===== config.mk =====
export PLATFORM = sky130hd
export DESIGN_NAME = tug_referee
export DESIGN_NICKNAME = d
export VERILOG_FILES = /design/src/rtl/tug_pkg.sv /design/src/rtl/press_detect.sv /design/src/rtl/tug_referee.sv
export SDC_FILE = /design/constraint.sdc
export NUM_CORES = 1
export LEC_CHECK = 0
export BUFFER_PORTS_ARGS = -buffer_cell sky130_fd_sc_hd__buf_2
export CAP_MARGIN = 20
export CORE_UTILIZATION = 45
export CTS_CLUSTER_SIZE = 8
export DETAILED_ROUTE_END_ITERATION = 10
export PLACE_DENSITY = 0.65
export SKIP_LAST_GASP = 1
export SLEW_MARGIN = 20
export SYNTH_ARGS = -nofsm -noshare
export SYNTH_HDL_FRONTEND = slang
export SYNTH_SLANG_ARGS = --single-unit

===== constraint.sdc =====
create_clock -name Clock -period 3.7 [get_ports Clock]
set_input_delay 0.37 -clock Clock [delete_from_list [all_inputs] [get_ports Clock]]
set_output_delay 0.37 -clock Clock [all_outputs]
set_load 0.02 [all_outputs]

===== src/rtl/tug_pkg.sv =====
// Shared types and default constants for the tug-of-war referee.
package tug_pkg;

  typedef enum logic [1:0] {
    SERVE = 2'd0,
    PLAY  = 2'd1,
    WIN   = 2'd2,
    OVER  = 2'd3
  } ref_state_t;

  localparam int DEF_SCORE_W     = 3;
  localparam int DEF_MAX_SCORE   = 7;
  localparam int DEF_HOLD_CYCLES = 4;

endpackage


===== src/rtl/press_detect.sv =====
// Rising-edge detector for one already-synchronized player key.
module press_detect (
  input  logic Clock,
  input  logic Reset,
  input  logic key,
  output logic rise
);

  logic keyQ;

  // Reset loads the live level, so a key held through reset never counts as a press.
  always_ff @(posedge Clock) begin
    if (Reset) begin
      keyQ <= key;
    end else begin
      keyQ <= key;
    end
  end

  assign rise = key & ~keyQ;

endmodule


===== src/rtl/tug_referee.sv =====
// Round sequencer: turns key presses into step pulses, scores end-cell wins
// and re-serves the playfield until one player reaches the match score.
module tug_referee
  import tug_pkg::*;
#(
  parameter int SCORE_W     = DEF_SCORE_W,
  parameter int MAX_SCORE   = DEF_MAX_SCORE,
  parameter int HOLD_CYCLES = DEF_HOLD_CYCLES
) (
  input  logic               Clock,
  input  logic               Reset,
  input  logic               KeyL,
  input  logic               KeyR,
  input  logic               winL,
  input  logic               winR,
  output logic               L,
  output logic               R,
  output logic               roundReset,
  output logic [SCORE_W-1:0] scoreL,
  output logic [SCORE_W-1:0] scoreR,
  output logic               gameOver,
  output logic               champL
);

  localparam int HOLD_W = (HOLD_CYCLES > 1) ? $clog2(HOLD_CYCLES) : 1;
  localparam logic [SCORE_W-1:0] MAX_S     = SCORE_W'(MAX_SCORE);
  localparam logic [HOLD_W-1:0]  HOLD_LAST = HOLD_W'(HOLD_CYCLES - 1);

  ref_state_t        state;
  ref_state_t        stateNext;
  logic              pressL;
  logic              pressR;
  logic              lNext;
  logic              rNext;
  logic              incL;
  logic              incR;
  logic [HOLD_W-1:0] holdCount;
  logic              holdLast;

  press_detect uPressL (
    .Clock (Clock),
    .Reset (Reset),
    .key   (KeyL),
    .rise  (pressL)
  );

  press_detect uPressR (
    .Clock (Clock),
    .Reset (Reset),
    .key   (KeyR),
    .rise  (pressR)
  );

  assign holdLast = (holdCount == HOLD_LAST);

  always_ff @(posedge Clock) begin
    if (Reset) begin
      state <= SERVE;
    end else begin
      state <= stateNext;
    end
  end

  // Win flags outrank presses; simultaneous presses cancel each other.
  always_comb begin
    stateNext = state;
    lNext     = 1'b0;
    rNext     = 1'b0;
    incL      = 1'b0;
    incR      = 1'b0;
    case (state)
      SERVE: stateNext = PLAY;
      PLAY: begin
        if (winL && winR) begin
          stateNext = SERVE;
        end else if (winL) begin
          stateNext = WIN;
          incL      = 1'b1;
        end else if (winR) begin
          stateNext = WIN;
          incR      = 1'b1;
        end else begin
          lNext = pressL & ~pressR;
          rNext = pressR & ~pressL;
        end
      end
      WIN: begin
        if (holdLast) begin
          stateNext = ((scoreL == MAX_S) || (scoreR == MAX_S)) ? OVER : SERVE;
        end
      end
      OVER:    stateNext = OVER;
      default: stateNext = SERVE;
    endcase
  end

  always_ff @(posedge Clock) begin
    if (Reset || (state != WIN)) begin
      holdCount <= '0;
    end else if (!holdLast) begin
      holdCount <= holdCount + 1'b1;
    end
  end

  // Scores saturate at the match score rather than wrapping.
  always_ff @(posedge Clock) begin
    if (Reset) begin
      L      <= 1'b0;
      R      <= 1'b0;
      scoreL <= '0;
      scoreR <= '0;
    end else begin
      L <= lNext;
      R <= rNext;
      if (incL && (scoreL != MAX_S)) begin
        scoreL <= scoreL + 1'b1;
      end
      if (incR && (scoreR != MAX_S)) begin
        scoreR <= scoreR + 1'b1;
      end
    end
  end

  assign roundReset = (state == SERVE);
  assign gameOver   = (state == OVER);
  assign champL     = (state == OVER) && (scoreL == MAX_S);

endmodule


==> results of run 1 <==
state kept, by name, indices dropped and copies added, names as in the netlist:
register	flops
L	1
R	1
holdCount	2
uPressL.keyQ	1
scoreR	3
state	2
scoreL	3
uPressR.keyQ	1
cell type report:
type / instances / area, µm²
Clock buffer: 3 / 22.5
Fill cell: 134 / 549
Timing Repair Buffer: 16 / 80.1
Multi-Input combinational cell: 48 / 404
Inverter: 3 / 11.3
Tap cell: 15 / 18.8
Sequential cell: 14 / 280
layout by cell type, fill, tap and decap left out:
cell type | Yosys | routed
buf_2 | 0 | 16
dfxtp_1 | 14 | 14
nor2_1 | 9 | 9
nand2b_1 | 8 | 8
mux2i_1 | 5 | 5
ha_1 | 5 | 5
nor2b_1 | 3 | 3
inv_1 | 3 | 3
clkbuf_4 | 0 | 3
nor4b_4 | 2 | 2
mux2_2 | 2 | 2
nand2_1 | 2 | 2
xor2_1 | 2 | 2
o21ai_0 | 2 | 2
and2_2 | 1 | 1
and3_2 | 1 | 1
nand2b_4 | 1 | 1
a311oi_1 | 1 | 1
o41ai_1 | 1 | 1
a21oi_1 | 1 | 1
or4_4 | 1 | 1
nor4_4 | 1 | 1
worst max-delay path, stage by stage (launching register included):
cell	delay, ps
dfxtp_1	340
ha_1	200
ha_1	240
and3_2	230
buf_2	150
power by group:
part	switching (µW)	total (µW)	leakage [µW]	internal, µW
Sequential	7.30	164	0.000114	156
Combinational	22.0	40.8	0.000249	18.9
Clock	42.7	80.2	0.0000138	37.5
Total	71.9	285	0.000377	213
through the flow:
stage                     std cells  worst slack (ps)  utilization, %  power (µW)  hold slack [ps]
after floorplan                  66              2040               -         195              398
after global placement           96              2050            58.2         207              449
after detailed placement         96              2050            58.2         209              475
after CTS                        99              1880            59.8         290              208
after global routing             99              1850            59.8         301              200
final                            99              1900            59.8         285              217
worst paths after layout:
check,endpoint,slack (ps),cells after the start
worst max-delay path,champL,1900,4
worst min-delay path,uPressR.keyQ,220,1
worst max register to register,scoreL[0],2060,4
worst min register to register,L,480,1
logic make-up after synthesis:
family                   count (synthesis)
flip-flops                              14
multiplexers                             7
AO/OA/AOI/OAI                            5
buffers and inverters                    4
adder cells (fa/ha/maj)                  5
AND/OR/NAND/NOR                         29
XOR/XNOR                                 2
metal layers:
layer  global-route usage [%]  up-vias  part of all wire [%]
met5                        0        -                     0
met2                     24.1       12                    46
met1                     17.5      217                    48
met3                     3.48        2                   4.6
li1                         -      268                     -
met4                     7.74        0                   1.1
==> results.yml, run 1 <==
status:
  status: "complete, no violations"
yosys:
  yosys.area.top_type: "dfxtp_1"
  ys_async_sr_fraction_pct: 0
  syn_nets: 77
  yosys_warnings: 0
  synthXorXnorAreaFrac_pct: 2.50
  synth_common_cells: "dfxtp_1, nor2_1, nand2b_1"
  synth-simple-area-share_pct: 31.3
  synthTopCellsByArea: "dfxtp_1, ha_1, mux2i_1"
  synth_cell_types: 21
  yosysMostFrequentCell: "dfxtp_1"
  synthAdderAreaFrac_pct: 8.94
  avgSynthCellArea_um2: 10.6
  yosysSeqAreaShare_pct: 40.1
  synth-edff-count: 0
  synth_ff_type: "dfxtp_1"
  ys_ff_latch: 14
  synth_area_um2: 699
  synth_top_family_by_area: "simple AND/OR/NAND/NOR gates"
  yosys.area.top_type_share_pct: 40.1
  muxShareOfSynthArea_pct: 10.4
  synthCells: 66
  synth_compound_area_share_pct: 4.65
die:
  die-area_mm2: 0.00172
  row_count: 13
  ioPinCount: 17
  die_w_um: 41.4
  core_area_mm2: 0.00137
  initial_core_util_pct: 51.2
  die_h_um: 41.4
finish:
  syn_to_final_growth_pct: 16.8
  diodes: 0
  fin_area_um2: 817
  drive_gt1_share_pct: 33.3
  nets: 97
grt:
  grt_use_total_pct: 14.6
  grt_pass1_wl_um: 1960
  grt_pass1_vias: 461
  overflow: 0
  grt_max_degree: 17
  antenna_found_initial: 0
clock_tree:
  postCtsHoldBufs: 0
  cts_htree_levels: 1
  cts_tree: "yes"
  clock_path_buffers: 2
  postCtsResizedCells: 0
  cts_buffers: 3
  cts.sinks: 14
  cts_setup_buffers: 0
  clock_latency_ps: 270
  clock-root-buffer: "clkbuf_4"
  clk_transition_reported_paths_ps: 80
power:
  leakage_uw: 0.000377
  peakVddDrop_mv: 0.195
  pwr_density_cell_mw_per_mm2: 348
timing:
  rsz0062_at_grt: "false"
  period_share_pct: 48.6
  skew_ps: 5.57
  final.setup.tns_ps: 0
  setup_viol: 0
  hold_violations: 0
  finalCriticalPeriod_ps: 1800
  tightest_slew_ps: 320
  drv_slew: 0
  maxSlewHeadroom_pct: 78.6
  fmax_mhz: 556
detailed_routing:
  drt_iter0_drc: 3
  via_count: 499
  drc: 0
  firstDrtPassIters: 4
  wl_um: 1110
  antenna_left: 0
  wl_per_cell_um: 11.2
  routed_via_density: 5.04
worst_setup_path:
  r2r_start: "scoreL[0]"
  cp.required_ps: 3330
  crit_start: "scoreL[0]"
  crit_arrival_ps: 1430
  crit_type: "reg -> out"
  end_kind: "output pin"
  startpoint_type: "flop"
  crit_path_max_fanout: 4
placement:
  place_area_um2: 795
  routabilityCongestion: 0.676
  port_buffers: 16
worst_hold_path:
  holdCritPathClass: "in -> reg"
  hold_path_startpoint: "KeyR"
job:
  maxCapViolations: 0
No activity file was read; power rests on OpenSTA's default activity.
==> run 2, diff against run 1 <==
==> constraint.sdc (replaced) <==
create_clock -name Clock -period 1.7 [get_ports Clock]
set_input_delay 0.17 -clock Clock [delete_from_list [all_inputs] [get_ports Clock]]
set_output_delay 0.17 -clock Clock [all_outputs]
set_load 0.02 [all_outputs]
==> results.yml, run 2 (synthesis results as in run 1) <==
power:
  pwr-share-clk_pct: 34.8
  combinationalPowerShare_pct: 14.9
  peakVddDrop_mv: 0.432
  p_int_uw: 521
  pwr_density_cell_mw_per_mm2: 803
  p_seq_share_pct: 50.2
  switching_share_pct: 25.7
  p_sw_uw: 181
  leakage_uw: 0.000409
clock_tree:
  clock_latency_ps: 280
  clock_path_buffers: 2
  clk_transition_reported_paths_ps: 90
  cts.sinks: 14
  postCtsHoldBufs: 2
  cts_tree: "yes"
  cts_buffers: 3
  cts_setup_buffers: 0
  postCtsResizedCells: 0
  cts_htree_levels: 1
  clock-root-buffer: "clkbuf_4"
worst_setup_path:
  cp.required_ps: 1530
  timing.rr.end: "scoreL[0]"
  crit_buf_inv: 1
  ff2ff_path_depth: 4
  crit_path_frequent_cell: "ha_1"
  crit_arrival_ps: 1450
  crit_path_max_fanout: 4
  slowest_delay_ps: 340
  slowest_stage: "dfxtp_1"
  crit_type: "reg -> out"
  crit_family: "adder cells"
  end_kind: "output pin"
  rrSetupSlack_ps: 140
  cp_cell_sequence: "ha_1, ha_1, and3_2, buf_2"
  r2r_start: "scoreL[0]"
  startpoint_type: "flop"
finish:
  instances_no_fill: 105
  drive_gt1_share_pct: 35.6
  layout_commonest_cell: "buf_2"
  syn_to_final_growth_pct: 24.9
  nets: 102
  final_cell_mix: "buf_2, dfxtp_1, nor2_1"
  top_regs: "scoreL: 3 flops, scoreR: 3 flops"
  fillers: 115
  diodes: 0
grt:
  grt_pass1_wl_um: 2090
  grt_pass1_vias: 493
  antenna_found_initial: 0
  grt_use_total_pct: 15.7
  overflow: 0
  grt_max_degree: 17
die:
  core_area_mm2: 0.00137
  die_w_um: 41.4
  die_h_um: 41.4
  die-area_mm2: 0.00172
  initial_core_util_pct: 51.2
  row_count: 13
  ioPinCount: 17
placement:
  port_buffers: 16
  routabilityCongestion: 0.703
  preCtsSetupSlack_ps: 157
  place_inst: 99
  hpwl_um: 912
timing:
  final.setup.tns_ps: 0
  period_share_pct: 95.1
  maxSlewHeadroom_pct: 81.7
  finalCriticalPeriod_ps: 1620
  hold_violations: 0
  setup_slack_ps: 83.4
  skew_ps: 1.40
  drv_slew: 0
  rsz0062_at_grt: "false"
  fmax_mhz: 619
  tightest_slew_ps: 271
  setup_viol: 0
job:
  maxCapViolations: 0
status:
  status: "complete, no violations"
worst_hold_path:
  holdCritPathClass: "in -> reg"
  hold_path_startpoint: "Reset"
  hold_path_depth: 2
  min_to: "state[1]"
detailed_routing:
  drc: 0
  firstDrtPassIters: 3
  antenna_left: 0
  wl_um: 1250
  drt_iter0_drc: 7
  wl_per_cell_um: 11.9
  routed_via_density: 5.10
  via_count: 535
==> run 2: cell count changes in the layout (fill, tap and decap cells not counted), sizes merged <==
cell	change
dlygate4sd3	+2
buf	+3
clkbuf	+1
==> run 2: stage by stage <==
stage	hold WS (ps)	area (µm²)	util, %	total power, µW
global placement	284	817	59.8	459
floorplan	198	699	-	425
detailed placement	288	817	59.8	461
CTS	219	873	63.9	711
global route	245	873	63.9	733
finish	227	873	63.9	701
==> run 2: how the worst max path moves through the flow <==
stage | slack [ps] | end | from | cells past startpoint
after global placement | 190 | scoreL[0] | scoreL[0] | 4
after global routing | 10 | champL | scoreL[0] | 4
final | 80 | champL | scoreL[0] | 4
after floorplan | 40 | scoreL[0] | scoreL[0] | 4
after CTS | 70 | champL | scoreL[0] | 4
after detailed placement | 160 | scoreL[0] | scoreL[0] | 4
==> run 2: final cells by class <==
| cell class | instances | area [µm²] | area share [%] |
|---|---|---|---|
| clock buffer | 4 | 36.3 | 4.15 |
| inverter | 3 | 11.3 | 1.29 |
| sequential | 14 | 280 | 32.1 |
| multi-input combinational | 48 | 404 | 46.3 |
| tap | 15 | 18.8 | 2.15 |
| timing repair buffer | 21 | 123 | 14.0 |
==> run 2: power by group through the flow <==
stage | sequential, µW | clock [µW] | combinational (µW)
after detailed placement | 360 | 0 | 101
final | 352 | 244 | 105
after floorplan | 365 | 0 | 59.6
after CTS | 353 | 253 | 105
after global routing | 355 | 265 | 113
after global placement | 359 | 0 | 99.6
==> run 2: metal layers <==
metal,vias to the layer above,GRT usage [%],wire length [µm]
li1,271,-,-
met3,4,3.48,53
met1,248,19.3,590
met4,0,9.68,25
met5,-,0,0
met2,12,24.7,582
